File: src/rtl/mips_mc_ctrl_if.sv
// Controller <-> datapath bundle for the multicycle MIPS control unit.
// master: the control unit (drives the control word); slave: the datapath.
interface mips_mc_ctrl_if #(
    parameter int unsigned STATE_W = 4
);
    logic [5:0]         opcode;
    logic [5:0]         funct;
    logic               zero;
    logic [3:0]         ALUcontrol;
    logic               alu_src_a;
    logic [1:0]         alu_src_b;
    logic               ir_write;
    logic               iord;
    logic               mem_write;
    logic               reg_write;
    logic               reg_dst;
    logic               mem_to_reg;
    logic               aluout_we;
    logic               pc_en;
    logic [1:0]         pc_src;
    logic               illegal_op;
    logic [STATE_W-1:0] state;

    modport master (
        input  opcode, funct, zero,
        output ALUcontrol, alu_src_a, alu_src_b, ir_write, iord, mem_write,
               reg_write, reg_dst, mem_to_reg, aluout_we, pc_en, pc_src,
               illegal_op, state
    );

    modport slave (
        output opcode, funct, zero,
        input  ALUcontrol, alu_src_a, alu_src_b, ir_write, iord, mem_write,
               reg_write, reg_dst, mem_to_reg, aluout_we, pc_en, pc_src,
               illegal_op, state
    );
endinterface

File: src/rtl/mips_mc_ctrl.sv
// Multicycle MIPS control unit feeding an ALU that registers its result.
// Moore control word decoded from the state register; zero only matters in BR_RES.
// Optional macro MC_ILLEGAL_TRAP_EN: illegal decode parks in HALT (state 12)
// with a sticky illegal_op until rst; otherwise illegal_op pulses for the
// decoding cycle and the machine returns to FETCH.
module mips_mc_ctrl (
    input  logic           clk,
    input  logic           rst,
    mips_mc_ctrl_if.master bus
);
    localparam int unsigned STATE_W = 4;
    localparam logic [3:0] ALU_NOP = 4'b1111;
    localparam logic [3:0] ALU_AND = 4'b0000;
    localparam logic [3:0] ALU_OR  = 4'b0001;
    localparam logic [3:0] ALU_ADD = 4'b0010;
    localparam logic [3:0] ALU_SUB = 4'b0110;
    localparam logic [3:0] ALU_SLT = 4'b0111;

    typedef enum logic [STATE_W-1:0] {
        S_FETCH  = 4'd0,
        S_DECODE = 4'd1,
        S_MEMADR = 4'd2,
        S_MEMACC = 4'd3,
        S_MEMWB  = 4'd4,
        S_EXEC   = 4'd5,
        S_EXEC_I = 4'd6,
        S_ALUWB  = 4'd7,
        S_BR_TGT = 4'd8,
        S_BR_CMP = 4'd9,
        S_BR_RES = 4'd10,
        S_JUMP   = 4'd11,
        S_HALT   = 4'd12
    } state_t;

`ifdef MC_ILLEGAL_TRAP_EN
    localparam state_t S_ILL_NEXT = S_HALT;
`else
    localparam state_t S_ILL_NEXT = S_FETCH;
`endif

    state_t     state_q;
    state_t     state_d;
    logic       rdst_q;
    logic       ill_c;
    logic       ill_any;
    logic [3:0] alu_c;
    logic       src_a_c;
    logic [1:0] src_b_c;
    logic       irw_c;
    logic       iord_c;
    logic       memw_c;
    logic       regw_c;
    logic       regdst_c;
    logic       m2r_c;
    logic       aluwe_c;
    logic       pcen_c;
    logic [1:0] pcsrc_c;

    // State register plus the R-type/addi destination flag for ALUWB
    always_ff @(posedge clk) begin
        if (rst) begin
            state_q <= S_FETCH;
            rdst_q  <= 1'b0;
        end else begin
            state_q <= state_d;
            rdst_q  <= (state_q == S_EXEC);
        end
    end

`ifdef MC_ILLEGAL_TRAP_EN
    logic ill_q;

    // Sticky illegal flag, cleared only by reset
    always_ff @(posedge clk) begin
        if (rst)        ill_q <= 1'b0;
        else if (ill_c) ill_q <= 1'b1;
    end

    assign ill_any = ill_c | ill_q;
`else
    assign ill_any = ill_c;
`endif

    // Next-state and per-state control word
    always_comb begin
        state_d  = S_FETCH;
        ill_c    = 1'b0;
        alu_c    = ALU_NOP;
        src_a_c  = 1'b0;
        src_b_c  = 2'b00;
        irw_c    = 1'b0;
        iord_c   = 1'b0;
        memw_c   = 1'b0;
        regw_c   = 1'b0;
        regdst_c = 1'b0;
        m2r_c    = 1'b0;
        aluwe_c  = 1'b0;
        pcen_c   = 1'b0;
        pcsrc_c  = 2'b00;
        case (state_q)
            S_FETCH: begin
                irw_c   = 1'b1;
                alu_c   = ALU_ADD;
                src_b_c = 2'b01;
                state_d = S_DECODE;
            end
            S_DECODE: begin
                pcen_c = 1'b1;
                case (bus.opcode)
                    6'b000000: state_d = S_EXEC;
                    6'b001000: state_d = S_EXEC_I;
                    6'b100011,
                    6'b101011: state_d = S_MEMADR;
                    6'b000100: state_d = S_BR_TGT;
                    6'b000010: state_d = S_JUMP;
                    default: begin
                        ill_c   = 1'b1;
                        state_d = S_ILL_NEXT;
                    end
                endcase
            end
            S_MEMADR: begin
                alu_c   = ALU_ADD;
                src_a_c = 1'b1;
                src_b_c = 2'b10;
                state_d = S_MEMACC;
            end
            S_MEMACC: begin
                iord_c = 1'b1;
                if (bus.opcode == 6'b101011) begin
                    memw_c  = 1'b1;
                    state_d = S_FETCH;
                end else begin
                    state_d = S_MEMWB;
                end
            end
            S_MEMWB: begin
                regw_c = 1'b1;
                m2r_c  = 1'b1;
            end
            S_EXEC: begin
                src_a_c = 1'b1;
                state_d = S_ALUWB;
                case (bus.funct)
                    6'b100000: alu_c = ALU_ADD;
                    6'b100010: alu_c = ALU_SUB;
                    6'b100100: alu_c = ALU_AND;
                    6'b100101: alu_c = ALU_OR;
                    6'b101010: alu_c = ALU_SLT;
                    default: begin
                        ill_c   = 1'b1;
                        state_d = S_ILL_NEXT;
                    end
                endcase
            end
            S_EXEC_I: begin
                alu_c   = ALU_ADD;
                src_a_c = 1'b1;
                src_b_c = 2'b10;
                state_d = S_ALUWB;
            end
            S_ALUWB: begin
                regw_c   = 1'b1;
                regdst_c = rdst_q;
            end
            S_BR_TGT: begin
                alu_c   = ALU_ADD;
                src_b_c = 2'b11;
                state_d = S_BR_CMP;
            end
            S_BR_CMP: begin
                aluwe_c = 1'b1;
                alu_c   = ALU_SUB;
                src_a_c = 1'b1;
                state_d = S_BR_RES;
            end
            S_BR_RES: begin
                pcsrc_c = 2'b01;
                pcen_c  = bus.zero;
            end
            S_JUMP: begin
                pcen_c  = 1'b1;
                pcsrc_c = 2'b10;
            end
`ifdef MC_ILLEGAL_TRAP_EN
            S_HALT: begin
                ill_c   = 1'b1;
                state_d = S_HALT;
            end
`endif
            default: state_d = S_FETCH;
        endcase
    end

    // Reset forces an inactive control word and a zero debug state
    always_comb begin
        bus.ALUcontrol = rst ? ALU_NOP : alu_c;
        bus.alu_src_a  = src_a_c  & ~rst;
        bus.alu_src_b  = rst ? 2'b00 : src_b_c;
        bus.ir_write   = irw_c    & ~rst;
        bus.iord       = iord_c   & ~rst;
        bus.mem_write  = memw_c   & ~rst;
        bus.reg_write  = regw_c   & ~rst;
        bus.reg_dst    = regdst_c & ~rst;
        bus.mem_to_reg = m2r_c    & ~rst;
        bus.aluout_we  = aluwe_c  & ~rst;
        bus.pc_en      = pcen_c   & ~rst;
        bus.pc_src     = rst ? 2'b00 : pcsrc_c;
        bus.illegal_op = ill_any  & ~rst;
        bus.state      = rst ? '0 : state_q;
    end
endmodule

File: src/flat_wrapper.sv
// flat-port wrapper written by rule: the top's interface ports become plain ports
module mips_mc_ctrl_flat 
  (clk, rst, bus_opcode, bus_funct, bus_zero, bus_ALUcontrol, bus_alu_src_a, bus_alu_src_b, bus_ir_write, bus_iord, bus_mem_write, bus_reg_write, bus_reg_dst, bus_mem_to_reg, bus_aluout_we, bus_pc_en, bus_pc_src, bus_illegal_op, bus_state);
  mips_mc_ctrl_if bus_i ();
  input  logic clk;
  input  logic rst;
  input wire logic [$bits(bus_i.opcode)-1:0] bus_opcode;
  input wire logic [$bits(bus_i.funct)-1:0] bus_funct;
  input wire logic [$bits(bus_i.zero)-1:0] bus_zero;
  output wire logic [$bits(bus_i.ALUcontrol)-1:0] bus_ALUcontrol;
  output wire logic [$bits(bus_i.alu_src_a)-1:0] bus_alu_src_a;
  output wire logic [$bits(bus_i.alu_src_b)-1:0] bus_alu_src_b;
  output wire logic [$bits(bus_i.ir_write)-1:0] bus_ir_write;
  output wire logic [$bits(bus_i.iord)-1:0] bus_iord;
  output wire logic [$bits(bus_i.mem_write)-1:0] bus_mem_write;
  output wire logic [$bits(bus_i.reg_write)-1:0] bus_reg_write;
  output wire logic [$bits(bus_i.reg_dst)-1:0] bus_reg_dst;
  output wire logic [$bits(bus_i.mem_to_reg)-1:0] bus_mem_to_reg;
  output wire logic [$bits(bus_i.aluout_we)-1:0] bus_aluout_we;
  output wire logic [$bits(bus_i.pc_en)-1:0] bus_pc_en;
  output wire logic [$bits(bus_i.pc_src)-1:0] bus_pc_src;
  output wire logic [$bits(bus_i.illegal_op)-1:0] bus_illegal_op;
  output wire logic [$bits(bus_i.state)-1:0] bus_state;
  assign bus_i.opcode = bus_opcode;
  assign bus_i.funct = bus_funct;
  assign bus_i.zero = bus_zero;
  assign bus_ALUcontrol = bus_i.ALUcontrol;
  assign bus_alu_src_a = bus_i.alu_src_a;
  assign bus_alu_src_b = bus_i.alu_src_b;
  assign bus_ir_write = bus_i.ir_write;
  assign bus_iord = bus_i.iord;
  assign bus_mem_write = bus_i.mem_write;
  assign bus_reg_write = bus_i.reg_write;
  assign bus_reg_dst = bus_i.reg_dst;
  assign bus_mem_to_reg = bus_i.mem_to_reg;
  assign bus_aluout_we = bus_i.aluout_we;
  assign bus_pc_en = bus_i.pc_en;
  assign bus_pc_src = bus_i.pc_src;
  assign bus_illegal_op = bus_i.illegal_op;
  assign bus_state = bus_i.state;
  mips_mc_ctrl u_core (.clk(clk), .rst(rst), .bus(bus_i));
endmodule
File: config.mk
export PLATFORM = sky130hd
export DESIGN_NAME = mips_mc_ctrl_flat
export DESIGN_NICKNAME = d
export VERILOG_FILES = /design/src/rtl/mips_mc_ctrl_if.sv /design/src/rtl/mips_mc_ctrl.sv /design/src/flat_wrapper.sv
export SDC_FILE = /design/constraint.sdc
export NUM_CORES = 1
export LEC_CHECK = 0
export ABC_CLOCK_PERIOD_IN_PS = 2900
export BUFFER_PORTS_ARGS = -buffer_cell sky130_fd_sc_hd__buf_2
export CORE_MARGIN = 2
export CORE_UTILIZATION = 43
export CTS_CLUSTER_SIZE = 8
export DETAILED_ROUTE_END_ITERATION = 10
export MAX_ROUTING_LAYER = met4
export PLACE_DENSITY_LB_ADDON = 0.2
export SYNTH_ARGS = -nofsm -noshare
export SYNTH_HDL_FRONTEND = slang
export SYNTH_SLANG_ARGS = --single-unit
File: constraint.sdc
create_clock -name clk -period 2.9 [get_ports clk]
set_input_delay 0.145 -clock clk [delete_from_list [all_inputs] [get_ports clk]]
set_output_delay 0.145 -clock clk [all_outputs]
set_load 0.01 [all_outputs]
# == Word level (Yosys, flattened, before mapping) ==
# Cells that the tools add are included.
# op_classes
n_reduce_logical,10
n_mux,25
bitwise_logic,11
eq_ne,21
# op_table
op,n
$eq 6x6->1 const B,7
$pmux 4 s5,2
$pmux 4 s8,1
$eq 4x3->1 const B,4
$eq 4x4->1 const B,4
$pmux 4 s3,1
$mux 1,11
$and 1x1->1,10
$eq 4x2->1 const B,2
$mux 4,2
$reduce_or 2->1,4
$reduce_or 4->1,2
$eq 6x2->1 const B,1
$eq 6x3->1 const B,1
$eq 6x4->1 const B,1
$logic_not 6->1,1
$mux 3,2
$pmux 2 s3,1
$reduce_or 6->1,1
$reduce_or 5->1,1
$eq 4x1->1 const B,1
$logic_not 4->1,1
$mux 2,2
$pmux 1 s2,2
other kinds (2),2
# totals
elab_cells,69
regBits,5
in_bits,15

# == Depth between registers and ports, before layout ==
# Gate-level depths: netlist (run 1).
# logic_depth
depth_word,5
ltp_mapped,6
mapped_depth_nobuf,4

# == Worst setup path before layout (run 1) ==
# No wires, ideal clock.
# synth_path
kind,register -> output
from,register u_core.state_q[3]
to,output port bus_mem_write
n_path_buf,2
path_slack_ps,1537
path_stages_with_launch,6
arrival_ps,1218
cell_sequence,dfxtp_1 buf_6 nand2b_4 buf_6 nor3_1 and3_1
# synth_between
elab_chain_cells,3
# synth_lines
element,line,text
start: declaration,mips_mc_ctrl.sv:41,state_t state_q;
start signal: assignment,mips_mc_ctrl.sv:65,state_q <= state_d;
$eq 4x2->1,mips_mc_ctrl.sv:100,case (state_q)
$mux 1,mips_mc_ctrl.sv:100,
$and 1x1->1,mips_mc_ctrl.sv:202,bus.mem_write = memw_c & ~rst;
end: declaration,flat_wrapper.sv:15,output wire logic [$bits(bus_i.mem_write)-1:0] bus_mem_write;
# Every way passes these cells.

# == Worst setup path after layout (run 1) ==
# layout_path
from,register u_core.state_q[0]
to,output port bus_ALUcontrol[2]
# layout_between
elab_chain_cells,4
elab_cells_between_ends,9
cone_classes,eq/ne: 5; mux: 2; reduce/logical: 2
# layout_lines
element,line,text
"$eq 4x2->1, or another cell as far along",mips_mc_ctrl.sv:100,
$reduce_or 4->1 (no line),-,
$pmux 4 s3 *,mips_mc_ctrl.sv:100,
$mux 4 *,mips_mc_ctrl.sv:197,bus.ALUcontrol = rst ? ALU_NOP : alu_c;
end: declaration,flat_wrapper.sv:10,output wire logic [$bits(bus_i.ALUcontrol)-1:0] bus_ALUcontrol;
# Every way passes the cells marked *; elsewhere a longest branch is shown, timed or not.

==> results of run 1 <==
kinds of logic (layout without fill, tap and decap cells):
family	count (synthesis)	after routing
multiplexers	1	1
AO/OA/AOI/OAI	24	24
flip-flops	5	5
AND/OR/NAND/NOR	51	51
buffers and inverters	11	45
XOR/XNOR	2	2
flip-flops by register name, summed over array words and instances, names as in the netlist:
| name | count |
|---|---|
| u_core.rdst_q | 1 |
| u_core.state_q | 4 |
per-layer routing:
metal	track usage	share of wire	wire, µm
met1	0.246	0.42	742
met2	0.308	0.48	853
met3	0.0474	0.088	157
met4	0.0875	0.015	27
met5	-	0	0
final timing paths:
path | from | endpoint | slack (ns)
setup reg to reg | u_core.state_q[0] | u_core.state_q[2] | 1.36
setup / recovery | u_core.state_q[0] | bus_ALUcontrol[2] | 0.88
hold reg to reg | u_core.state_q[3] | u_core.state_q[3] | 0.65
hold / removal | bus_opcode[4] | u_core.state_q[0] | 0.24
per-stage QoR:
step | util | setup WS, ns
CTS | 0.613 | 0.885
global route | 0.613 | 0.679
global placement | 0.593 | 1.18
floorplan | - | 1.54
finish | 0.613 | 0.880
detailed placement | 0.593 | 1.15
critical path, cell delays in order (launching register included):
cell      delay, ns
dfxtp_1        0.63
and4bb_2       0.31
nand4_1        0.17
a21oi_1        0.25
o21ai_0        0.11
buf_2          0.16
Yosys cell counts (3+ instances only):
cell,n,area [µm²]
dfxtp_1,5,100
a21oi_1,7,35.0
inv_1,5,18.8
nor2b_1,4,25.0
nor3_1,7,35.0
nor2_1,10,37.5
nor4_1,4,25.0
a21o_1,3,22.5
nand2_1,8,30.0
nand2b_1,3,18.8
o21ai_0,5,25.0
layout make-up:
cell class	instances	share of cell area
tap	15	0.0230
timing repair buffer	36	0.221
inverter	5	0.0230
multi-input combinational	78	0.579
sequential	5	0.123
clock buffer	4	0.0322
power groups by stage:
| stage | combinational (W) | clock [W] | sequential (W) |
|---|---|---|---|
| 6_report | 0.0000682 | 0.0000837 | 0.0000781 |
| 5_1_grt | 0.0000755 | 0.0000939 | 0.0000787 |
| 4_1_cts | 0.0000680 | 0.0000855 | 0.0000780 |
| 3_5_place_dp | 0.0000676 | 0 | 0.0000794 |
| 3_3_place_gp | 0.0000662 | 0 | 0.0000792 |
| 2_1_floorplan | 0.0000460 | 0 | 0.0000744 |
==> summary.md, run 1 <==
| Metric | Value |
|---|---|
| Outcome | `complete, no violations` |
| Synthesized Nets | `109` |
| Setup Buffers After CTS | `0` |
| Fin crit period | `2.02 ns` |
| Detail Placement HPWL | `1380 µm` |
| Async set or reset register ratio after synthesis | `0` |
| EDFF count, synth | `0` |
| Sequential Area | `100 µm²` |
| Port Buf Inserts | `36` |
| Primary FF master, synth | `dfxtp_1` |
| Slew margin rel. | `0.654` |
| Avg WL per Cell | `12.4 µm` |
| DRC errors left | `0` |
| Syn avg cell area | `6.72 µm²` |
| Mux contribution to synthesized area | `0.0158` |
| Maximum vdd drop | `0.000247 V` |
| Pwr Total | `0.000230 W` |
| CTS resizes | `0` |
| Maximum root-to-sink buffer count | `2` |
| Initial DRC count | `25` |
| Commonest non-fill, non-tap cell in the layout | `buf_2` |
| Num rows | `13` |
| Worst hold margin | `0.239 ns` |
| Critical Path RT | `2.76 ns` |
| CTS buffer count | `3` |
| Post-CTS Hold Buffers | `0` |
| Cell Int Power | `0.000153 W` |
| Clk_lat worst skew | `0.25 ns` |
| P_sw | `0.0000767 W` |
| Area of the multi-input gates | `473 µm²` |
| Hold crit path type | `primary input to register` |
| Gr ovfl total | `0` |
| Fin nets | `144` |
| Synthesized area | `632 µm²` |
| Pleak | `0.387 nW` |
| Crit end category | `output port` |
| TritonCTS clock tree | `done` |
| Clock-pin slew on the worst setup and hold paths | `0.04 ns` |
| Dpl cells | `139` |
| Finished layout cell area | `817 µm²` |
| Final hold violation count | `0` |
| Crit path launch type | `register` |
| Largest net degree at the start of global routing | `17` |
| Max cap viols | `0` |
| Layout Skew | `0.0106 ns` |
| Area grow syn2layout | `29.3%` |
| Commonest cells after routing, fill and taps aside | `36 x buf_2, 10 x nor2_1, 8 x nand2_1, 7 x a21oi_1, 7 x nor3_1` |
| Final period util | `0.696` |
| Switching share of power | `0.334` |
| Gr usage total | `0.200` |
| Fill count | `135` |
| Clk pwr share | `0.364` |
| Post-synthesis sequential area ratio | `0.158` |
| Synth Area in XOR/XNOR | `0.0277` |
| Total Die Area | `1790 µm²` |
| Crit path kind | `register to output port` |
| Hold-critical path depth | `4` |
| Final setup viols | `0` |
| Yosys cell types | `36` |
| Non-Filler Instances | `143` |
| Share of cells above drive strength 1 | `0.328` |
| Final antenna-violating net count | `0` |
| IO Pins | `37` |
| Die height | `42.3 µm` |
| Area share of fa/ha/maj cells after synthesis | `0` |
| CTS H-tree depth | `1` |
| Comb power frac | `0.297` |
| DRT Wirelength | `1780 µm` |
| Die width | `42.3 µm` |
| Power density cells | `282 nW/µm²` |
| Syn. warnings | `0` |
| Placer Congestion | `0.906` |
| #FFs+latches synth | `5` |
| Synth Area in Compound Gates | `0.248` |
| Via count of the first global-routing pass | `634` |
| Setup TNS | `0 ns` |
| Via count | `836` |
| Starting density of the core | `0.474` |
| RSZ-0062 raised after global routing | `false` |
| Clock sink count | `5` |
| Post-Syn Instances | `94` |
| CP Max Fanout | `15` |
| Final number of max-transition violations | `0` |
| Post-placement cell area | `791 µm²` |
| Simple-gate portion of the synthesized area | `0.457` |
| Core outline area | `1330 µm²` |
| Root buf cell | `clkbuf_4` |
| Antenna cells | `0` |
| Sequential share of power | `0.340` |
| Largest family of logic cells by synthesized area | `simple AND/OR/NAND/NOR gates` |
| DR vias/cell | `5.85` |
| FMAX | `0.495 GHz` |
| First-pass GRT wire length | `2710 µm` |
| Crit path DAT | `1.87 ns` |
| Drt first pass iters | `4` |
| Worst slew pin tran | `0.506 ns` |
| R2r worst-path depth | `3` |
| Antenna violations before repair | `0` |
No activity file was read; power rests on OpenSTA's default activity.
==> inputs of run 2 (changes only) <==
Settings changed: ABC_AREA set to 1, ABC_CLOCK_PERIOD_IN_PS 2900 to 1700, CORE_ASPECT_RATIO set to 1.2, CORE_UTILIZATION 43 to 40.
Clock period 2.9 ns to 1.7 ns, I/O delays scaled along.
==> summary.md, run 2 <==
| Metric | Value |
|---|---|
| Synthesized Nets | `148 (was 109)` |
| Power density cells | `446 nW/µm² (was 282 nW/µm²)` |
| Commonest cells after routing, fill and taps aside | `36 x buf_2, 29 x nand2_1, 27 x nor2_1, 21 x inv_1, 12 x nand3_1 (was 36 x buf_2, 10 x nor2_1, 8 x nand2_1, 7 x a21oi_1, 7 x nor3_1)` |
| Sequential share of power | `0.308 (was 0.340)` |
| Clk pwr share | `0.346 (was 0.364)` |
| Avg WL per Cell | `9.98 µm (was 12.4 µm)` |
| Post-Syn Instances | `133 (was 94)` |
| Via count of the first global-routing pass | `840 (was 634)` |
| Commonest non-fill, non-tap cell in the layout | `buf_2 (unchanged)` |
| Final number of max-transition violations | `0 (unchanged)` |
| Syn avg cell area | `5.32 µm² (was 6.72 µm²)` |
| P_sw | `0.000148 W (was 0.0000767 W)` |
| Largest family of logic cells by synthesized area | `simple AND/OR/NAND/NOR gates (unchanged)` |
| Synthesized area | `708 µm² (was 632 µm²)` |
| Root buf cell | `clkbuf_4 (unchanged)` |
| Die width | `42.4 µm (was 42.3 µm)` |
| RSZ-0062 raised after global routing | `false (unchanged)` |
| Slew margin rel. | `0.778 (was 0.654)` |
| CP Max Fanout | `4 (was 15)` |
| Crit path kind | `register to output port (unchanged)` |
| Placer Congestion | `0.956 (was 0.906)` |
| Via count | `925 (was 836)` |
| Maximum root-to-sink buffer count | `2 (unchanged)` |
| Syn. warnings | `0 (unchanged)` |
| Largest Register | `u_core.state_q (unchanged)` |
| Fill count | `175 (was 135)` |
| Async set or reset register ratio after synthesis | `0 (unchanged)` |
| R2R Path Start | `u_core.state_q[2] (was u_core.state_q[0])` |
| Starting density of the core | `0.431 (was 0.474)` |
| Drt first pass iters | `6 (was 4)` |
| Largest net degree at the start of global routing | `20 (was 17)` |
| FMAX | `0.631 GHz` |
| Critical Path RT | `1.62 ns (was 2.76 ns)` |
| Die height | `50.1 µm (was 42.3 µm)` |
| EDFF count, synth | `0 (unchanged)` |
| Share of cells above drive strength 1 | `0.357 (was 0.328)` |
| Crit path DAT | `1.50 ns (was 1.87 ns)` |
| TritonCTS clock tree | `done (unchanged)` |
| Cell Int Power | `0.000265 W (was 0.000153 W)` |
| Gr ovfl total | `0 (unchanged)` |
| Yosys cell types | `23 (was 36)` |
| Largest register FFs | `4 (unchanged)` |
| FF-to-FF End | `u_core.state_q[0] (was u_core.state_q[2])` |
| Dominant cell by count in the synthesized netlist | `nand2_1 (was nor2_1)` |
| Pleak | `0.560 nW (was 0.387 nW)` |
| Final hold violation count | `0 (unchanged)` |
| Simple-gate portion of the synthesized area | `0.583 (was 0.457)` |
| DR vias/cell | `4.89 (was 5.85)` |
| Num rows | `16 (was 13)` |
| Clock sink count | `5 (unchanged)` |
| Gr usage total | `0.202 (was 0.200)` |
| Sequential Area | `101 µm² (was 100 µm²)` |
| Final antenna-violating net count | `0 (unchanged)` |
| Synth Area in Compound Gates | `0.117 (was 0.248)` |
| Mux contribution to synthesized area | `0 (was 0.0158)` |
| Worst slew pin tran | `0.332 ns (was 0.506 ns)` |
| Antenna cells | `0 (unchanged)` |
| Biggest regs | `u_core.state_q (4), u_core.rdst_q (1) (unchanged)` |
| Hold crit path type | `primary input to register (unchanged)` |
| Startpoint of the lowest-slack hold path | `rst (was bus_opcode[4])` |
| #FFs+latches synth | `5 (unchanged)` |
| Area grow syn2layout | `30.9% (was 29.3%)` |
| Setup Buffers After CTS | `0 (unchanged)` |
| Clk_lat worst skew | `0.25 ns (about the same)` |
| Crit path launch type | `register (unchanged)` |
| Primary FF master, synth | `dfxtp_1 (unchanged)` |
| Synth cell count leaders | `29 x nand2_1, 27 x nor2_1, 22 x inv_1 (was 10 x nor2_1, 8 x nand2_1, 7 x a21oi_1, 7 x nor3_1)` |
| Top cells by area, synth | `nand2_1 15%, nor2_1 14%, dfxtp_1 14%, inv_1 12%, nand3_1 8.5% (was dfxtp_1 16%, nor2_1 5.9%, a21oi_1 5.5%, nor3_1 5.5%, nand2_1 4.8%)` |
| Fin crit period | `1.59 ns` |
| Area share of fa/ha/maj cells after synthesis | `0 (unchanged)` |
| Outcome | `complete, no violations (unchanged)` |
| Setup TNS | `0 ns (unchanged)` |
| Max cap viols | `0 (unchanged)` |
| Core outline area | `1640 µm² (was 1330 µm²)` |
| Synth Area in XOR/XNOR | `0 (was 0.0277)` |
| Antenna violations before repair | `0 (unchanged)` |
| Final period util | `0.933` |
| Initial DRC count | `14 (was 25)` |
| Detail Placement HPWL | `1560 µm (was 1380 µm)` |
| Clock-pin slew on the worst setup and hold paths | `0.05 ns (was 0.04 ns)` |
| Synth top area share | `0.154 (was 0.158)` |
| Switching share of power | `0.358 (was 0.334)` |
| Fin nets | `187 (was 144)` |
| CTS buffer count | `3 (unchanged)` |
| Final setup viols | `0 (unchanged)` |
| Hold Path Sink | `u_core.state_q[1] (was u_core.state_q[0])` |
| Comb power frac | `0.346 (was 0.297)` |
| Post-synthesis sequential area ratio | `0.141 (was 0.158)` |
| R2r worst-path depth | `7 (was 3)` |
| Hold-critical path depth | `2 (was 4)` |
| DRC errors left | `0 (unchanged)` |
| First-pass GRT wire length | `3220 µm (was 2710 µm)` |
| Largest area contributor in the synthesized netlist | `nand2_1 (was dfxtp_1)` |
| Maximum vdd drop | `0.000295 V (was 0.000247 V)` |
| Worst R2R Setup Slack | `0.53 ns (was 1.36 ns)` |
| Port Buf Inserts | `36 (unchanged)` |
| IO Pins | `37 (unchanged)` |
| Crit end category | `output port (unchanged)` |
| Total Die Area | `2120 µm² (was 1790 µm²)` |
| Layout Skew | `0.00525 ns (was 0.0106 ns)` |
| CTS H-tree depth | `1 (unchanged)` |
| Final core utilization | `0.565 (was 0.613)` |
| DRT Wirelength | `1890 µm (was 1780 µm)` |
| Area of the multi-input gates | `495 µm² (was 473 µm²)` |
==> run 2: worst max path at each step <==
stage / start / slack, ns / end
5_1_grt: u_core.state_q[3] / 0.04 / bus_illegal_op
2_1_floorplan: u_core.state_q[0] / 0.53 / bus_illegal_op
3_5_place_dp: u_core.state_q[3] / 0.34 / bus_illegal_op
6_report: u_core.state_q[2] / 0.11 / bus_illegal_op
4_1_cts: u_core.state_q[3] / 0.06 / bus_illegal_op
3_3_place_gp: u_core.state_q[3] / 0.35 / bus_illegal_op
==> run 2: worst max-delay path, stage by stage, from the launching register on <==
cell,delay (ns)
dfxtp_1,0.43
nand2_1,0.10
nor2_1,0.16
inv_2,0.06
nor2_2,0.14
nand4_1,0.12
o31ai_2,0.08
buf_2,0.16
==> run 2: cells by family (layout without fill, tap and decap cells) <==
group | Yosys count | in the layout
compound gates | 12 | 12
buf+inv | 29 | 67
flops | 5 | 5
simple gates | 87 | 87
==> run 2: timing repair <==
action                                  CTS  global route
endpoints found under the setup margin    0             1
gates resized for setup                   0             2
hold buffers                              0             0
hold endpoints to repair                  0             0
==> run 2: final cells by class <==
class / instances / share of cell area
clock buffer: 4 / 0.0283
inverter: 27 / 0.109
multi-input combinational: 99 / 0.534
sequential: 5 / 0.109
tap: 18 / 0.0243
timing repair buffer: 36 / 0.194
==> run 2: metal layers <==
metal / vias up / wire length, µm / GRT usage
met3: 4 / 127 / 0.0147
met4: 0 / 40 / 0.109
met1: 397 / 738 / 0.208
met2: 35 / 980 / 0.372
met5: - / 0 / -
li1: 489 / - / -
==> run 2: power groups by stage <==
stage,clock [W],sequential (W),combinational (W)
finish,0.000143,0.000127,0.000143
detailed placement,0,0.000129,0.000143
CTS,0.000142,0.000127,0.000144
floorplan,0,0.000128,0.0000937
global placement,0,0.000128,0.000140
global route,0.000154,0.000128,0.000161
==> run 2: stage by stage <==
step	hold WS [ns]	instances	setup slack, ns	area (µm²)	power, W
finish	0.204	189	0.115	927	0.000414
global route	0.237	189	0.0411	927	0.000443
CTS	0.204	189	0.0587	926	0.000413
detailed placement	0.458	185	0.339	900	0.000271
global placement	0.463	185	0.350	900	0.000269
floorplan	0.300	133	0.533	708	0.000222
